===== config.mk =====
export PLATFORM = sky130hd
export DESIGN_NAME = skolem_urem_search
export DESIGN_NICKNAME = d
export VERILOG_FILES = /design/src/rtl/skolem_urem_search.sv
export SDC_FILE = /design/constraint.sdc
export NUM_CORES = 1
export LEC_CHECK = 0
export ABC_AREA = 1
export CAP_MARGIN = 20
export CORE_ASPECT_RATIO = 1.2
export CORE_MARGIN = 4
export CORE_UTILIZATION = 49
export DETAILED_ROUTE_END_ITERATION = 8
export PLACE_DENSITY = 0.72
export SLEW_MARGIN = 20
export SYNTH_ARGS = -nofsm -noshare
export SYNTH_HDL_FRONTEND = slang
export SYNTH_SLANG_ARGS = --single-unit

===== constraint.sdc =====
create_clock -name clk -period 2 [get_ports clk]
set_input_delay 0.4 -clock clk [delete_from_list [all_inputs] [get_ports clk]]
set_output_delay 0.4 -clock clk [all_outputs]
set_load 0.02 [all_outputs]

===== src/rtl/skolem_urem_search.sv =====
// Sequential smallest-witness search for unsigned-remainder constraints, one restoring division per candidate.
// Optional macro SKOLEM_URSEARCH_IC_PRECHECK_EN: skip the search when the invertibility condition fails.
module skolem_urem_search #(
    parameter int unsigned WIDTH = 4
) (
    input  logic             clk,
    input  logic             rst,
    input  logic             start,
    output logic             ready,
    input  logic [WIDTH-1:0] s_in,
    input  logic [WIDTH-1:0] t_in,
    input  logic [1:0]       mode,
    output logic             done,
    output logic             found,
    output logic [WIDTH-1:0] x_out
);

    localparam int unsigned CNT_W = WIDTH + 1;
    localparam int unsigned BC_W  = $clog2(WIDTH + 1);
    localparam logic [CNT_W-1:0] CAND_LAST = {1'b0, {WIDTH{1'b1}}};
    localparam logic [BC_W-1:0]  BIT_LAST  = BC_W'(WIDTH - 1);

    typedef enum logic [2:0] {IDLE, LOAD, DIV, CHECK, DONE} state_t;

    state_t state;
    state_t state_nxt;

    logic [WIDTH-1:0] s_q;
    logic [WIDTH-1:0] t_q;
    logic [1:0]       mode_q;
    logic [CNT_W-1:0] cand;
    logic [WIDTH:0]   rem;
    logic [WIDTH-1:0] dvd_sh;
    logic [WIDTH-1:0] dvd_orig;
    logic [WIDTH-1:0] dvs;
    logic [BC_W-1:0]  bit_cnt;

    logic [CNT_W-1:0] cand_inc_c;
    logic [WIDTH:0]   rem_sh_c;
    logic [WIDTH:0]   dvs_ext_c;
    logic [WIDTH:0]   rem_fin_c;
    logic             pass_c;
    logic             last_c;

    logic             accept_c;
    logic             init_c;
    logic             step_c;
    logic             hit_c;
    logic             miss_c;
    logic [WIDTH-1:0] init_x_c;

    // Divider step, zero-divisor remainder override and predicate evaluation
    always_comb begin
        cand_inc_c = cand + CNT_W'(1);
        rem_sh_c   = {rem[WIDTH-1:0], dvd_sh[WIDTH-1]};
        dvs_ext_c  = {1'b0, dvs};
        rem_fin_c  = (dvs == '0) ? {1'b0, dvd_orig} : rem;
        pass_c     = mode_q[0] ? (rem_fin_c < {1'b0, t_q}) : (rem_fin_c > {1'b0, t_q});
        last_c     = (cand == CAND_LAST);
    end

`ifdef SKOLEM_URSEARCH_IC_PRECHECK_EN
    logic [WIDTH-1:0] neg_s_c;
    logic             ic_ok_c;

    // Invertibility condition: when false no candidate can ever pass
    always_comb begin
        neg_s_c = WIDTH'(0) - s_q;
        case (mode_q)
            2'b00:   ic_ok_c = (t_q < ~neg_s_c);
            2'b10:   ic_ok_c = (t_q < s_q);
            default: ic_ok_c = (t_q != '0);
        endcase
    end
`endif

    // State register
    always_ff @(posedge clk) begin
        if (rst) begin
            state <= IDLE;
        end else begin
            state <= state_nxt;
        end
    end

    // Next-state logic
    always_comb begin
        state_nxt = state;
        case (state)
            IDLE: begin
                if (start) state_nxt = LOAD;
            end
            LOAD: begin
`ifdef SKOLEM_URSEARCH_IC_PRECHECK_EN
                state_nxt = ic_ok_c ? DIV : DONE;
`else
                state_nxt = DIV;
`endif
            end
            DIV: begin
                if (bit_cnt == BIT_LAST) state_nxt = CHECK;
            end
            CHECK: begin
                state_nxt = (pass_c || last_c) ? DONE : DIV;
            end
            DONE:    state_nxt = IDLE;
            default: state_nxt = IDLE;
        endcase
    end

    // Output and datapath control decode
    always_comb begin
        accept_c = 1'b0;
        init_c   = 1'b0;
        step_c   = 1'b0;
        hit_c    = 1'b0;
        miss_c   = 1'b0;
        init_x_c = cand[WIDTH-1:0];
        case (state)
            IDLE:  accept_c = start;
            LOAD:  init_c   = 1'b1;
            DIV:   step_c   = 1'b1;
            CHECK: begin
                hit_c    = pass_c;
                miss_c   = !pass_c && last_c;
                init_c   = !pass_c && !last_c;
                init_x_c = cand_inc_c[WIDTH-1:0];
            end
            default: ;
        endcase
    end

    // Registered outputs and datapath
    always_ff @(posedge clk) begin
        if (rst) begin
            ready    <= 1'b1;
            done     <= 1'b0;
            found    <= 1'b0;
            x_out    <= '0;
            s_q      <= '0;
            t_q      <= '0;
            mode_q   <= '0;
            cand     <= '0;
            rem      <= '0;
            dvd_sh   <= '0;
            dvd_orig <= '0;
            dvs      <= '0;
            bit_cnt  <= '0;
        end else begin
            ready <= (state_nxt == IDLE);
            done  <= (state_nxt == DONE);
            if (accept_c) begin
                s_q    <= s_in;
                t_q    <= t_in;
                mode_q <= mode;
                found  <= 1'b0;
                x_out  <= '0;
                cand   <= '0;
            end
            // Operand order depends on which side of the urem the witness sits
            if (init_c) begin
                dvd_sh   <= mode_q[1] ? s_q : init_x_c;
                dvd_orig <= mode_q[1] ? s_q : init_x_c;
                dvs      <= mode_q[1] ? init_x_c : s_q;
                rem      <= '0;
                bit_cnt  <= '0;
                if (state == CHECK) cand <= cand_inc_c;
            end
            if (step_c) begin
                rem     <= (rem_sh_c >= dvs_ext_c) ? (rem_sh_c - dvs_ext_c) : rem_sh_c;
                dvd_sh  <= {dvd_sh[WIDTH-2:0], 1'b0};
                bit_cnt <= bit_cnt + BC_W'(1);
            end
            if (hit_c) begin
                found <= 1'b1;
                x_out <= cand[WIDTH-1:0];
            end
            if (miss_c) begin
                found <= 1'b0;
                x_out <= '0;
            end
        end
    end

endmodule


==> flow_summary.toml <==
[power]
powerDensity_nw_per_um2 = 728
leakagePower_uw = 0.00126
power_uw = 2150
ir_worst_vdd_mv = 0.459

[synth]
syn_inst = 320
ys_top_cells_by_area = "dfxtp_1, nand2_1, a21oi_1, ha_1, o21ai_0"
synth_fp_nets = 346
synth_top_area_share = 0.394
synthArstFlopShare = 0
yosysTopAreaCell = "dfxtp_1"
syn-cell-area_um2 = 2290
yosys_most_used_dff = "dfxtp_1"
synth_edf_count = 0
ys_ff_latch = 45
synth.avg_cell_area_um2 = 7.14
synth_common_cells = "nand2_1, dfxtp_1, a21oi_1"
ys_warn_count = 0
yosysSeqAreaShare = 0.394
synth_most_common_cell = "nand2_1"
yosysUniqueCellTypes = 32

[timing]
maxSlewHeadroom = 0.680
finalClockSkew_ps = 9.96
period_minus_slack_ps = 2150
drv_slew = 0
tightest_slew_ps = 480
hold_ws_ps = 471
setup_violations = 34
max_freq_mhz = 465
finalCritPeriodShare = 1.07
setup_ws_ps = -149
hold_viol_final = 0
grt_setup_unrepaired = "yes"

[clocking]
clk_path_buf_depth = 2
ctsRootBufferMaster = "clkbuf_8"
cts_max_level = 2
clk_pin_slew_ps = 90
cts_buffers = 5
clk-insertion-delay-late_ps = 300
cts_hold_buf = 0
cts_tree = "yes"
clock-sinks = 45

[cells_and_area]
multi_input_area_um2 = 1320
layout.cells.non_filler = 420
synthToLayoutAreaGrowth_pct = 29.2
nFillCells = 379
drive_gt1_frac = 0.236
finish.instance_area_um2 = 2950
diodes = 0
fin_nets = 389
seqCellArea_um2 = 905
fin_util = 0.672

[die]
chipWidth_um = 70.4
die_area_um2 = 5830
initial_utilization = 0.521
core_region_area_um2 = 4390
boundaryPins = 20
rows = 26
dieHeight_um = 82.8

[critical_path]
worst-setup-path-type = "flop to flop"
cpPeakStageDelay_ps = 330
critical-path-top-delay-family = "simple AND/OR/NAND/NOR gates"
crit_chain = "nor2_2, nand2_2, buf_4, nand2_1, nand2_1, ha_1, nand4_1, nand2_2, o21ai_2, nand2_2, buf_4, buf_6, nand2_4, nand2_4, a21oi_2, nor2_1"
crit_path_end = "ready$_SDFF_PP1_"
worst_path_most_repeated_cell = "nand2_2"
reg2reg_depth = 16
crit_path_max_fanout = 3
required_ps = 2200
end_kind = "flop"
r2r_start = "dvs[3]$_SDFFE_PP0N_"
timing.rr.end = "ready$_SDFF_PP1_"
arrival_ps = 2350
worstPathBufferInverterCount = 3
start_kind = "flop"
critPathLaunch = "dvs[3]$_SDFFE_PP0N_"
r2r_slack_ps = -150
path_depth = 16
crit_slowest_cell = "dfxtp_2"

[global_route]
grt_use_met1 = 0.218
met3_usage = 0.0362
antenna_found_initial = 0
first_global_vias = 2070
busiest_layer = "met2"
use_met2 = 0.331
grt_pass1_wl_mm = 9.02
grt_max_degree = 22
grt-ovfl-total = 0
gr-usage-all-layers = 0.188

[placed_design]
placedCellCount = 406
port_buffers = 19
dpl-instance-area_um2 = 2680
place_congestion = 0.862
place_hpwl_mm = 3.76

[route]
drtPass1Iterations = 4
drt_iter0_drc = 87
vias = 2209
drc_errors = 0
ant_nets = 0
routed_wl_mm = 5.48
wl_per_cell_um = 13.0
via_per_inst = 5.26

[run_status]
violations = "negative setup slack"
status = "finished with violations"

[run]
maxCapViolations = 0

[hold_path]
hold_class = "flop to flop"
-- per-layer routing --
layer | share of wire | wire, um | up-vias
li1 | - | - | 1137
met1 | 0.43 | 2380 | 1035
met2 | 0.52 | 2850 | 29
met3 | 0.028 | 153 | 8
met4 | 0.017 | 93 | 0
met5 | 0 | 0 | -
-- power by group --
part           internal, uW  switching [uW]
clock network           243             304
logic                   272             361
registers               945            24.8
total                  1460             690
-- kinds of logic after synthesis --
| group | after synthesis | synth area share |
|---|---|---|
| AND/OR/NAND/NOR | 130 | 0.257 |
| adder cells (fa/ha/maj) | 13 | 0.0744 |
| buffers and inverters | 51 | 0.0898 |
| flip-flops | 45 | 0.394 |
| XOR/XNOR | 1 | 0.00383 |
| AO/OA/AOI/OAI | 80 | 0.181 |
-- worst min-delay path by stage --
| stage | startpoint | to | cells past startpoint |
|---|---|---|---|
| global route | found$_SDFFE_PP0P_ | found$_SDFFE_PP0P_ | 2 |
| floorplan | bit_cnt[0]$_SDFFE_PP0P_ | bit_cnt[0]$_SDFFE_PP0P_ | 1 |
| finish | bit_cnt[0]$_SDFFE_PP0P_ | bit_cnt[0]$_SDFFE_PP0P_ | 1 |
| global placement | x_out[1]$_SDFFE_PP0P_ | x_out[1]$_SDFFE_PP0P_ | 2 |
| detailed placement | x_out[0]$_SDFFE_PP0P_ | x_out[0]$_SDFFE_PP0P_ | 2 |
| CTS | x_out[0]$_SDFFE_PP0P_ | x_out[0]$_SDFFE_PP0P_ | 2 |
-- registers in the layout, indices dropped and copies added, names as in the netlist --
register,cells
t_q,4
x_out,4
mode_q,2
found,1
state,3
rem,5
dvs,4
ready,1
cand,5
dvd_orig,4
done,1
dvd_sh,4
s_q,4
bit_cnt,3
-- placed cells by master, fill, tap and decap left out, types with 4 or more instances in the layout --
cell type / count
inv_1: 34
o21ai_0: 27
buf_6: 5
o21ai_1: 7
nand3_1: 9
a21oi_1: 33
nand2_1: 54
buf_4: 24
clkdlybuf4s50_1: 19
dfxtp_1: 42
clkbuf_8: 5
nand4_1: 10
nand2_2: 13
nor2_1: 23
inv_2: 4
nand2_4: 5
a21oi_2: 10
ha_1: 12
-- area by class of cell --
| type | instances | area share |
|---|---|---|
| inverters | 39 | 0.0504 |
| clock inverters | 2 | 0.00339 |
| multi-input cells | 224 | 0.447 |
| clock buffers | 6 | 0.0246 |
| flip-flops and latches | 45 | 0.306 |
| well taps | 56 | 0.0237 |
| repair buffers | 48 | 0.144 |
-- stage by stage --
stage / setup WS (ps) / setup TNS (ps)
after floorplan: -4.43 / -21.4
after global placement: -66.9 / -993
after detailed placement: -129 / -2800
after CTS: -110 / -2590
after global routing: -373 / -10390
final: -149 / -3450
-- timing repair --
action / 4_1_cts / 5_1_grt
setup endpoints to repair: 34 / 34
gates resized for setup: 14 / 28
pin swaps: 9 / 4
buffers inserted: 4 / 2
No activity file was read; power rests on OpenSTA's default activity.
